### src/rtl/sum_bcd_display.sv
// Sequential 5-bit binary to two-digit BCD converter (shift-add-3) with
// active-low seven-segment decode of the registered tens/ones digits.
module sum_bcd_display #(
  parameter bit BLANK_LEADING_ZERO = 1'b1
) (
  input  logic       clk,
  input  logic       rst,
  input  logic       start,
  input  logic [4:0] bin,
  output logic       busy,
  output logic       done,
  output logic [3:0] tens,
  output logic [3:0] ones,
  output logic [6:0] hex1,
  output logic [6:0] hex0
);

  typedef enum logic [1:0] {IDLE, SHIFT, DONE} state_t;

  state_t      state;
  logic [2:0]  cnt;
  logic [12:0] sr;
  logic [12:0] sr_adj;
  logic [12:0] sr_next;

  function automatic logic [3:0] add3(input logic [3:0] n);
    return (n >= 4'd5) ? n + 4'd3 : n;
  endfunction

  function automatic logic [6:0] seg7(input logic [3:0] d);
    logic [6:0] s;
    case (d)
      4'd0:    s = 7'b1000000;
      4'd1:    s = 7'b1111001;
      4'd2:    s = 7'b0100100;
      4'd3:    s = 7'b0110000;
      4'd4:    s = 7'b0011001;
      4'd5:    s = 7'b0010010;
      4'd6:    s = 7'b0000010;
      4'd7:    s = 7'b1111000;
      4'd8:    s = 7'b0000000;
      4'd9:    s = 7'b0010000;
      default: s = 7'b1111111;
    endcase
    return s;
  endfunction

  // One double-dabble iteration: correct each BCD nibble, then shift.
  always_comb begin
    sr_adj  = {add3(sr[12:9]), add3(sr[8:5]), sr[4:0]};
    sr_next = {sr_adj[11:0], 1'b0};
  end

  always_ff @(posedge clk) begin
    if (state == IDLE && start) begin
      sr <= {8'b0, bin};
    end else if (state == SHIFT) begin
      sr <= sr_next;
    end
  end

  always_ff @(posedge clk) begin
    if (rst) begin
      state <= IDLE;
      cnt   <= 3'd0;
      busy  <= 1'b0;
      done  <= 1'b0;
      tens  <= 4'd0;
      ones  <= 4'd0;
    end else begin
      case (state)
        IDLE: begin
          if (start) begin
            cnt   <= 3'd0;
            busy  <= 1'b1;
            state <= SHIFT;
          end
        end
        SHIFT: begin
          cnt <= cnt + 3'd1;
          // Fifth shift: result is final, publish it on this same edge.
          if (cnt == 3'd4) begin
            tens  <= sr_next[12:9];
            ones  <= sr_next[8:5];
            done  <= 1'b1;
            state <= DONE;
          end
        end
        DONE: begin
          busy  <= 1'b0;
          done  <= 1'b0;
          state <= IDLE;
        end
        default: begin
          busy  <= 1'b0;
          done  <= 1'b0;
          state <= IDLE;
        end
      endcase
    end
  end

  always_comb begin
    hex0 = seg7(ones);
    hex1 = (BLANK_LEADING_ZERO && tens == 4'd0) ? 7'b1111111 : seg7(tens);
  end

endmodule

### config.mk
export PLATFORM = sky130hd
export DESIGN_NAME = sum_bcd_display
export DESIGN_NICKNAME = d
export VERILOG_FILES = /design/src/rtl/sum_bcd_display.sv
export SDC_FILE = /design/constraint.sdc
export NUM_CORES = 1
export LEC_CHECK = 0
export ABC_AREA = 1
export CAP_MARGIN = 20
export CORE_MARGIN = 2
export CORE_UTILIZATION = 57
export CTS_BUF_LIST = sky130_fd_sc_hd__clkbuf_16
export DETAILED_ROUTE_END_ITERATION = 10
export PLACE_DENSITY = 0.84
export SYNTH_ARGS = -nofsm -noshare
export SYNTH_HDL_FRONTEND = slang
export SYNTH_SLANG_ARGS = --single-unit
### constraint.sdc
create_clock -name clk -period 3.4 [get_ports clk]
set_input_delay 0.68 -clock clk [delete_from_list [all_inputs] [get_ports clk]]
set_output_delay 0.68 -clock clk [all_outputs]
set_load 0.1 [all_outputs]
=== Word level (Yosys, flattened, before mapping) ===
Memories as Yosys holds them, arrays and structs flattened. A register that Yosys moved wholly into a read port is not among the register bits.
Cells that the tools add are included.

* Memory bits (read-only): 224
* RAM bits: 0
* Input port bits: 8
* Memories: 2
* Word-level logic and storage cells: 49
* Output and inout bits: 24
* Latch bits: 0
* Flip-flop bits (word level): 28

* Divide/modulo/power cells: 0
* Bitwise operators: 2
* Order comparisons: 2
* $mul: 0
* $add $sub $neg: 3
* Shifts and indexed selects: 0
* Reductions and logical operators: 10
* Equal/unequal tests: 4
* Multiplexer cells: 18

{| class="wikitable"
|+ Memories
! memory !! depth !! width !! rd ports !! clocked after Yosys merged registers in !! wr ports !! RTL line !! text
|-
| (no name shown) || 16 || 7 || 1 || 1 || 0 || 32 || <nowiki>case (d)</nowiki>
|-
| (no name shown) || 16 || 7 || 1 || 1 || 0 || 32 ||
|}

{| class="wikitable"
|+ Operators by type and width
! kind !! number
|-
| $mux W4 || 5
|-
| $mux W5 || 2
|-
| $reduce_and A2 Y1 || 5
|-
| $ge A4 B3 Y1 const B || 2
|-
| $mux W7 || 1
|-
| $mux W3 || 2
|-
| $pmux W3 S2 || 1
|-
| $add A4 B2 Y4 const B || 1
|-
| $logic_not A4 Y1 || 1
|-
| $mux W2 || 2
|-
| $pmux W1 S2 || 2
|-
| $pmux W2 S2 || 1
|-
| $reduce_bool A2 Y1 || 2
|-
| $add A3 B1 Y3 const B || 1
|-
| $add A3 B2 Y3 const B || 1
|-
| $eq A3 B3 Y1 const B || 1
|-
| $eq A2 B1 Y1 const B || 1
|-
| $logic_not A2 Y1 || 1
|-
| $mux W1 || 2
|-
| $ne A2 B1 Y1 const B || 1
|-
| $ne A2 B2 Y1 const B || 1
|-
| $not A1 Y1 || 2
|-
| $logic_and A1 B1 Y1 || 1
|}

=== Longest topological paths before layout ===
* Word-level depth: 4
* Depth in mapped cells: 14
* Gate-level depth less buffers: 14

=== Worst setup path after synthesis ===
Ideal clock, no wire load.

* Kind: reg2out
* Start point: reg tens[2]
* End point: out hex1[0]
* Arrival: 1890 ps
* Path buffers: 0
* Setup slack: 830 ps
* Stages on the path, launching flop included: 4
* Data required time: 2720 ps
* Cell sequence: dfxtp_1 > inv_1 > nand3_1 > nand2_1

* Longest elaborated chain between the ends: 2

{| class="wikitable"
|+ RTL lines
! what !! RTL line !! text
|-
| start, declared || 12 || <nowiki>output logic [3:0] tens,</nowiki>
|-
| start signal, assigned || 83 || <nowiki>tens <= sr_next[12:9];</nowiki>
|-
| $logic_not A4 Y1 || 105 || <nowiki>hex1 = (BLANK_LEADING_ZERO && tens == 4'd0) ? 7'b1111111 : seg7(tens);</nowiki>
|-
| $mux W7 || 105 ||
|-
| end, declared || 14 || <nowiki>output logic [6:0] hex1,</nowiki>
|}

Every way passes these cells.

=== Worst setup path in the final report ===
* Start point: reg tens[0]
* End point: out tens[0]

No word-level cell between the ends.

==> impl_metrics.csv <==
group,metric,value,unit
sta,fmax,405,MHz
cts,path_clk_slew,0.06,ns
yosys,synth.top_cell.area_share,36.3,%
floorplanning,pin_count,32,
pwr,leakage,1.24,nW
global_routing,antenna_found_initial,0,
sta,tightest_slew,0.968,ns
global_routing,grt_pass1_vias,1657,
critical_path,critPathBufInv,1,
global_routing,grt_pass1_wl,6930,um
pwr,power.total,1.19,mW
cts,cts_buffers,5,
critical_path,cp_cell_sequence,"clkdlybuf4s50_1",
cts,hold_buffers,0,
floorplanning,fp.coreArea,3390,um2
routing,wl_per_cell,11.3,um
cts,cts_tree,"yes",
yosys,yosysSeqAreaShare,43.6,%
cts,root_buffer,"clkbuf_16",
routing,detail_route.iter0.violations,117,
routing,wirelength,3910,um
global_routing,met2_usage,36.7,%
yosys,synth-async-reset-ratio,0,%
floorplanning,initial_core_util,60.2,%
sta,setup-tns-final,0,ns
cts,post_cts_resized,0,
critical_path,worst_path_largest_cell_delay,1.14,ns
sta,slew_headroom,35.2,%
layout,multi_input_area,961,um2
layout,fin_area,2530,um2
global_routing,use_met1,25.6,%
pwr,peakVddDrop,0.000418,V
sta,layout_min_cycle_time,2.47,ns
sta,setup_ws,0.932,ns
yosys,ys_ff_latch,42,
sta,fin_crit_sh,72.6,%
global_routing,gr-usage-met3,6.34,%
global_routing,gr-usage-all-layers,21.8,%
floorplanning,row_count,21,
yosys,synth_area_leaders,"dfxtp_1, nand2_1, ha_1",
yosys,synth_edf_count,5,
global_routing,gr-max-usage-layer,"met2",
sta,final_hold_viol_count,0,
critical_path,crit_family,"buffers and inverters",
floorplanning,dieArea,4080,um2
yosys,synth_commonest_cells,"nand2_1, inv_1, dfxtp_1, nand3_1",
global_routing,grt_start_max_net_pins,16,
critical_path,critPathKind,"register to output port",
cts,clock-sinks,42,
cts,cts_max_level,2,
placement,gp_congestion,0.903,
critical_path,startpoint_type,"register",
routing,vias,1730,
cts,cts_setup_buffers,0,
critical_path,endpoint_kind,"output port",
routing,antenna_left,0,
floorplanning,die_h,63.9,um
yosys,avgSynthCellArea,7.71,um2
layout,n_antenna_cell,0,
placement,place_area,2370,um2
yosys,syn_area,2040,um2
floorplanning,die_w,63.9,um
yosys,synth_flop_cell,"dfxtp_1",
placement,pre_cts_slack,0.737,ns
layout,register_area,891,um2
yosys,syn_inst,265,
layout,drive_above_1_share,11.0,%
critical_path,crit_fanout,3,
layout,fin_util,74.8,%
sta,setup-violations-final,0,
placement,dpl.hpwl,2800,um
yosys,ys_warn_count,0,
yosys,ys_types,24,
critical_path,cp.required,2.72,ns
layout,nNetsFinal,324,
outcome,status,"completed",
yosys,syn-num-nets,289,
pwr,p_per_area,471,nW/um2
cts,cts_buffer_depth,2,
cts,clock_latency,0.28,ns
sta,clock_skew,0.00309,ns
layout,nFillCells,258,
critical_path,critPathSlowestCell,"clkdlybuf4s50_1",
global_routing,overflow,0,
sta,rsz0062_at_grt,"false",
yosys,yosysMostFrequentCell,"nand2_1",
routing,drc,0,
routing,first_pass_iters,4,
hold_path,min-delay-path-class,"register to register",
placement,portBuffers,31,
yosys,synth_top_area_cell,"dfxtp_1",
layout,area_growth,24.1,%
sta,final_max_slew_viol_count,0,
routing,via_per_inst,4.99,
critical_path,crit_arrival,1.79,ns
run,cap_violations,0,
## through the flow
step | hold WS, ns | instances
6_report | 0.470 | 347
4_1_cts | 0.468 | 347
2_1_floorplan | 0.444 | 265
5_1_grt | 0.510 | 347
3_3_place_gp | 0.461 | 339
3_5_place_dp | 0.456 | 339
## power breakdown
part	switching (mW)	leakage [nW]	total (mW)	internal [mW]
combinational	0.0966	0.800	0.146	0.0490
sequential	0.0178	0.351	0.551	0.533
clock	0.184	0.0837	0.498	0.314
## layer usage
metal / up-vias / share of wire (%)
met5: - / 0
met4: 0 / 2.0
met3: 9 / 5.7
met2: 44 / 47
met1: 766 / 45
li1: 911 / -
## cell usage in the layout (no fill, tap or decap)
master	synthesis	routed
a21oi_2	1	1
inv_2	2	2
a21oi_1	7	7
inv_1	42	43
a31oi_1	5	5
nand3b_1	5	5
nand3_1	24	24
nand3_2	1	1
ha_1	16	16
nor2_2	1	1
clkdlybuf4s50_1	0	24
dfxtp_1	37	37
inv_4	0	1
nand2_2	11	11
edfxtp_1	5	5
nand4_1	5	5
nand2_1	65	65
clkbuf_16	0	6
o21ai_0	10	10
nor2_1	16	16
buf_4	0	8
or2_1	1	1
nor2_4	2	2
nor3_1	2	2
o22ai_1	3	3
## worst reg2reg max path, stage by stage (launching register included)
cell	delay [ns]
dfxtp_1	0.33
inv_1	0.06
ha_1	0.19
nand2_2	0.09
nor2_4	0.31
nand3_1	0.16
nand2_1	0.21
inv_1	0.11
ha_1	0.30
nand3b_1	0.18
nand3_1	0.11
nand2_1	0.05
## cell families (layout without fill, tap and decap cells)
group,Yosys count,after routing,synth area share (%)
compound gates,26,26,7.05
fa+ha+maj,16,16,9.80
buf+inv,48,84,9.31
flops,42,42,43.6
simple gates,133,133,30.2
## final timing paths
check           start       end  slack, ns  cells after the start
max reg2reg    cnt[0]  register       1.19                     11
min reg2reg  state[1]      done       0.47                      1
max           tens[0]   tens[0]       0.93                      1
min          state[1]      done       0.47                      1
## area by class of cell
type,count,area share [%]
Multi-Input combinational cell,175,37.9
Inverter,44,6.52
Tap cell,46,2.27
Clock buffer,6,5.92
Sequential cell,42,35.1
Timing Repair Buffer,32,11.8
Clock inverter,2,0.395
(Power assumes the default switching activity.)
